[config.mk]
export PLATFORM = sky130hd
export DESIGN_NAME = alu_pipe
export DESIGN_NICKNAME = d
export VERILOG_FILES = /design/src/rtl/alu_pkg.sv /design/src/rtl/alu_pipe_mult.sv /design/src/rtl/alu_pipe.sv
export SDC_FILE = /design/constraint.sdc
export NUM_CORES = 1
export LEC_CHECK = 0
export CELL_PAD_IN_SITES_DETAIL_PLACEMENT = 2
export CELL_PAD_IN_SITES_GLOBAL_PLACEMENT = 2
export CORE_MARGIN = 2
export CORE_UTILIZATION = 35
export DETAILED_ROUTE_END_ITERATION = 8
export GPL_TIMING_DRIVEN = 0
export PLACE_DENSITY_LB_ADDON = 0.1
export SKIP_LAST_GASP = 1
export SYNTH_ARGS = -nofsm -noshare
export SYNTH_HDL_FRONTEND = slang
export SYNTH_SLANG_ARGS = --single-unit
[constraint.sdc]
create_clock -name clk -period 5.12 [get_ports clk]
set_clock_uncertainty 0.15 [all_clocks]
set_input_delay 1.536 -clock clk [delete_from_list [all_inputs] [get_ports clk]]
set_output_delay 1.536 -clock clk [all_outputs]
set_load 0.01 [all_outputs]
[src/rtl/alu_pkg.sv]
// alu_pkg: shared types and helpers for the pipelined signed ALU.
// Holds the op encoding, the per-beat control bundle and the flag function.
package alu_pkg;

  // Wide enough for full-precision results of N up to 64
  localparam int TW = 130;

  typedef enum logic [1:0] {
    OP_ADD = 2'd0,
    OP_MUL = 2'd1,
    OP_SUB = 2'd2,
    OP_MAC = 2'd3
  } op_e;

  typedef struct packed {
    op_e  op;
    logic sat_en;
  } beat_ctl_t;

  typedef struct packed {
    logic ov;
    logic uv;
  } flags_t;

  // Overflow/underflow of a full-precision value against an n-bit range
  function automatic flags_t sat_flags(
    input logic signed [TW-1:0] t,
    input int                   n
  );
    logic signed [TW-1:0] lim;
    flags_t f;
    lim  = TW'(1) <<< (n - 1);
    f.ov = t > (lim - TW'(1));
    f.uv = t < -lim;
    return f;
  endfunction

endpackage

[src/rtl/alu_pipe_mult.sv]
// pipe_mult: signed N x N -> 2N multiplier.
// STAGES registers deep, all sharing one advance enable.
module pipe_mult #(
  parameter int N      = 16,
  parameter int STAGES = 2
) (
  input  logic                  clk,
  input  logic                  rst_n,
  input  logic                  i_en,
  input  logic signed [N-1:0]   i_a,
  input  logic signed [N-1:0]   i_b,
  output logic signed [2*N-1:0] o_p
);

  localparam int P = 2 * N;

  logic signed [P-1:0] r_p [STAGES];

  // Product in the first stage, then pure delay registers
  always_ff @(posedge clk or negedge rst_n) begin
    if (!rst_n) begin
      for (int i = 0; i < STAGES; i++) r_p[i] <= '0;
    end else if (i_en) begin
      r_p[0] <= P'(i_a) * P'(i_b);
      for (int i = 1; i < STAGES; i++) r_p[i] <= r_p[i-1];
    end
  end

  assign o_p = r_p[STAGES-1];

endmodule

[src/rtl/alu_pipe.sv]
// alu_pipe: pipelined signed ADD/SUB/MUL/MAC with wrap or saturate.
// Fixed latency MUL_STAGES+1; whole pipe freezes on output backpressure.
module alu_pipe
  import alu_pkg::*;
#(
  parameter int N          = 16,
  parameter int MUL_STAGES = 2
) (
  input  logic                clk,
  input  logic                rst_n,
  input  logic                in_valid,
  output logic                in_ready,
  input  logic [1:0]          op,
  input  logic                sat_en,
  input  logic signed [N-1:0] a,
  input  logic signed [N-1:0] b,
  input  logic                acc_clr,
  output logic                out_valid,
  input  logic                out_ready,
  output logic signed [N-1:0] result,
  output logic                ov,
  output logic                uv,
  output logic [1:0]          out_op
);

  localparam int S = MUL_STAGES;
  localparam int P = 2 * N;

  logic                w_stall;
  logic                w_en;
  logic [S-1:0]        r_v;
  beat_ctl_t           r_c [S];
  logic signed [N-1:0] r_a [S];
  logic signed [N-1:0] r_b [S];
  logic signed [P-1:0] w_p;

  beat_ctl_t            w_c;
  logic signed [N-1:0]  w_acc_src;
  logic signed [TW-1:0] w_true;
  flags_t               w_fl;
  logic signed [N-1:0]  w_res;

  logic                r_out_valid;
  logic signed [N-1:0] r_res;
  logic                r_ov;
  logic                r_uv;
  op_e                 r_op;
  logic signed [N-1:0] r_acc;

  assign w_stall  = r_out_valid & ~out_ready;
  assign w_en     = ~w_stall;
  assign in_ready = w_en;

  pipe_mult #(
    .N      (N),
    .STAGES (S)
  ) u_mult (
    .clk   (clk),
    .rst_n (rst_n),
    .i_en  (w_en),
    .i_a   (a),
    .i_b   (b),
    .o_p   (w_p)
  );

  // Control and add/sub operands ride alongside the multiplier stages
  always_ff @(posedge clk or negedge rst_n) begin
    if (!rst_n) begin
      r_v <= '0;
      for (int i = 0; i < S; i++) begin
        r_c[i] <= '0;
        r_a[i] <= '0;
        r_b[i] <= '0;
      end
    end else if (w_en) begin
      r_v[0] <= in_valid;
      r_c[0] <= '{op: op_e'(op), sat_en: sat_en};
      r_a[0] <= a;
      r_b[0] <= b;
      for (int i = 1; i < S; i++) begin
        r_v[i] <= r_v[i-1];
        r_c[i] <= r_c[i-1];
        r_a[i] <= r_a[i-1];
        r_b[i] <= r_b[i-1];
      end
    end
  end

  assign w_c       = r_c[S-1];
  assign w_acc_src = acc_clr ? '0 : r_acc;

  // Last stage: full-precision result, flags, then wrap or clamp
  always_comb begin
    w_true = '0;
    unique case (w_c.op)
      OP_ADD: w_true = TW'(r_a[S-1]) + TW'(r_b[S-1]);
      OP_SUB: w_true = TW'(r_a[S-1]) - TW'(r_b[S-1]);
      OP_MUL: w_true = TW'(w_p);
      OP_MAC: w_true = TW'(w_acc_src) + TW'(w_p);
    endcase
    w_fl  = sat_flags(w_true, N);
    w_res = w_true[N-1:0];
    if (w_c.sat_en & w_fl.ov) begin
      w_res = {1'b0, {(N-1){1'b1}}};
    end else if (w_c.sat_en & w_fl.uv) begin
      w_res = {1'b1, {(N-1){1'b0}}};
    end
  end

  // Output register; held while the sink stalls
  always_ff @(posedge clk or negedge rst_n) begin
    if (!rst_n) begin
      r_out_valid <= 1'b0;
      r_res       <= '0;
      r_ov        <= 1'b0;
      r_uv        <= 1'b0;
      r_op        <= OP_ADD;
    end else if (w_en) begin
      r_out_valid <= r_v[S-1];
      if (r_v[S-1]) begin
        r_res <= w_res;
        r_ov  <= w_fl.ov;
        r_uv  <= w_fl.uv;
        r_op  <= w_c.op;
      end
    end
  end

  // Accumulator takes each retiring MAC result; clear works even in stall
  always_ff @(posedge clk or negedge rst_n) begin
    if (!rst_n) begin
      r_acc <= '0;
    end else if (w_en & r_v[S-1] & (w_c.op == OP_MAC)) begin
      r_acc <= w_res;
    end else if (acc_clr) begin
      r_acc <= '0;
    end
  end

  assign out_valid = r_out_valid;
  assign result    = r_res;
  assign ov        = r_ov;
  assign uv        = r_uv;
  assign out_op    = r_op;

endmodule

==> impl_metrics.csv <==
group,metric,value,unit
status,status,"finished, violations left",
status,violations,"negative setup slack",
logic_synthesis,yosys_warnings,0,
clock_tree,holdBufCountCts,0,
grt,antenna_found_initial,0,
grt,grt_max_degree,90,
logic_synthesis,synth-seq-cells,173,
worst_setup_path,path_class,"input pin to flip-flop",
clock_tree,cts.sinks,173,
sta,hold_viol,0,
sta,holdWs,326,ps
logic_synthesis,syn-num-nets,2869,
logic_synthesis,ys_seq_area_share,21.0,%
finish,drive_gt1_share,21.3,%
worst_setup_path,critPathBufInv,6,
logic_synthesis,yosysTopAreaCell,"fa_1",
grt,grt_usage,27.9,%
finish,syn_to_final_growth,29.3,%
placed_design,place_inst,3239,
placed_design,place_congestion,0.859,
floorplanning,die_h,247,µm
logic_synthesis,netlist_instances,2418,
route,first_pass_iters,4,
worst_setup_path,arrival,7690,ps
finish,final_cell_count_no_fill,3436,
worst_setup_path,startpoint_type,"input pin",
floorplanning,die_w,247,µm
clock_tree,cts_max_path_buffers,2,
grt,grt_pass1_vias,21102,
placed_design,port_buffers,55,
logic_synthesis,async_flop_share,100,%
route,route.vias.total,18323,
worst_setup_path,required,5320,ps
logic_synthesis,synth_edf_count,0,
route,antenna_left,0,
sta,timing.final.ws_setup,-2370,ps
logic_synthesis,ys.flop_type,"dfrtp_1",
clock_tree,cts_buffers,17,
logic_synthesis,synth.top_cell.area_share,25.7,%
clock_tree,insertion_delay,460,ps
finish,utilization,46.0,%
logic_synthesis,synth.area.top_cells,"fa_1, dfrtp_1, nand2_1, ha_1, inv_1",
floorplanning,initial_core_util,35.6,%
sta,tightestPinTransition,834,ps
route,dr.first_iter.drc_count,828,
route,drc_errors,0,
sta,drv_slew,0,
floorplanning,core.rowCount,88,
grt,grt-ovfl-total,0,
route,route.detailed.wl_per_inst,25.7,µm
floorplanning,die_area,60800,µm²
sta,fin_crit_sh,146,%
sta,max_freq,134,MHz
sta,timing.slew.headroom,43.9,%
sta,period_minus_slack,7490,ps
route,routed_wl,88.2,mm
worst_setup_path,crit_family,"adder cells",
worst_setup_path,cp-end-kind,"flip-flop",
floorplanning,core-area,57900,µm²
clock_tree,cts-root-buf,"clkbuf_16",
logic_synthesis,yosys.cell_types.count,91,
grt,grt_first_pass_wirelength,128,mm
logic_synthesis,synthTopCellsByCount,"nand2_1, inv_1, fa_1, dfrtp_1, ha_1",
clock_tree,clk_pin_slew_worst_paths,90,ps
hold_path,hp-class,"flip-flop to flip-flop",
sta,tns,-40500,ps
route,viasPerCell,5.33,
clock_tree,tritoncts,"done",
sta,rsz0062_at_grt,"true",
logic_synthesis,syn_area_per_cell,8.52,µm²
clock_tree,cts_max_level,4,
finish,antennaDiodeCount,0,
worst_setup_path,crit_path_max_incr_delay,590,ps
worst_setup_path,slowest_stage,"fa_2",
logic_synthesis,yosysMostFrequentCell,"nand2_1",
finish,nNetsFinal,3109,
floorplanning,io_pins,62,
worst_setup_path,path_max_fanout,8,
sta,setup_viol,26,
placed_design,dp.final_hpwl,62.8,mm
logic_synthesis,netlist_area,20600,µm²
run,cap_violations,0,
## metal layers
metal	wire length [µm]	part of all wire, %	global-route usage [%]
met1	36000	41	33.6
met2	46500	53	52.3
met3	2100	2.4	1.98
met4	3510	4.0	9.25
met5	0	0	0
## layout by cell type (no fill, tap or decap), types with 19 or more instances in the layout
cell type,instances
nor2b_1,22
ha_4,22
o21ai_0,80
nor2_1,89
clkbuf_16,52
and2_1,109
nand2_2,20
a21o_1,31
fa_1,254
a21oi_1,95
xor2_1,19
inv_1,309
clkbuf_1,51
nand2b_1,23
buf_6,30
nand2_1,475
ha_1,111
dfrtp_1,173
a21oi_4,22
o21ai_1,27
a21oi_2,20
buf_12,25
clkdlybuf4s50_1,28
inv_2,33
nand3_1,19
buf_4,132
xnor2_1,36
nor3_1,20
## sequential cells by signal, summed over array words and instances, names as in the netlist
name and flops:
r_a 32, r_b 32, u_mult.o_p 32, u_mult.r_p 32, r_acc 16, result 16, r_c 6, out_op 2
r_v 2, out_valid 1, ov 1, uv 1
## through the flow
| stage | instance area (µm²) | worst slack, ps |
|---|---|---|
| floorplan | 21000 | -2180 |
| global placement | 22500 | -5090 |
| detailed placement | 22600 | -4120 |
| CTS | 25300 | -2260 |
| global route | 26600 | -2600 |
| finish | 26600 | -2370 |
## final timing paths
kind                                 from        endpoint  slack [ps]  cells after the start
hold reg to reg            u_mult.r_p[32]  u_mult.r_p[32]         330                      2
max in group asynchronous           rst_n  u_mult.o_p[28]        2960                      2
hold / removal             u_mult.r_p[32]  u_mult.r_p[32]         330                      2
setup / recovery                    a[12]  u_mult.r_p[61]       -2370                     26
setup reg to reg                   r_a[6]       r_acc[12]         420                     16
min in group asynchronous           rst_n       out_op[0]         910                      1
## tightest hold or removal path, delay by kind of cell (launching register included)
family | cells | cell delay, ps
AND/OR/NAND/NOR | 2 | 100
flip-flops | 1 | 350
## timing repair
action | in CTS | in global routing
gates cloned | 1 | 2
resized for setup | 405 | 218
pin swaps | 80 | 144
setup buffers | 112 | 62
endpoints found under the setup margin | 62 | 57
## logic make-up (layout without fill, tap and decap cells)
logic type	after synthesis	count (layout)	synth area share (%)
DFF	173	173	21.0
xor gates and xnor gates	64	64	2.72
adders and majority gates	411	411	34.6
AOI/OAI and AO/OA	428	428	13.3
and+or+nand+nor	876	876	19.2
muxes	12	12	0.656
buffers and inverters	454	707	8.51
## cell type report
type / instances / area, µm²
fillers: 6251 / 31300
multi-input cells: 1791 / 15900
flip-flops and latches: 173 / 4330
repair buffers: 225 / 2240
inverters: 344 / 1300
plain buffers: 106 / 1250
well taps: 765 / 957
clock buffers: 17 / 425
clock inverters: 15 / 205
Power is left out: the tool's default activity adds up to more than one toggle a clock period on the data nets, which glitch-free logic cannot reach.
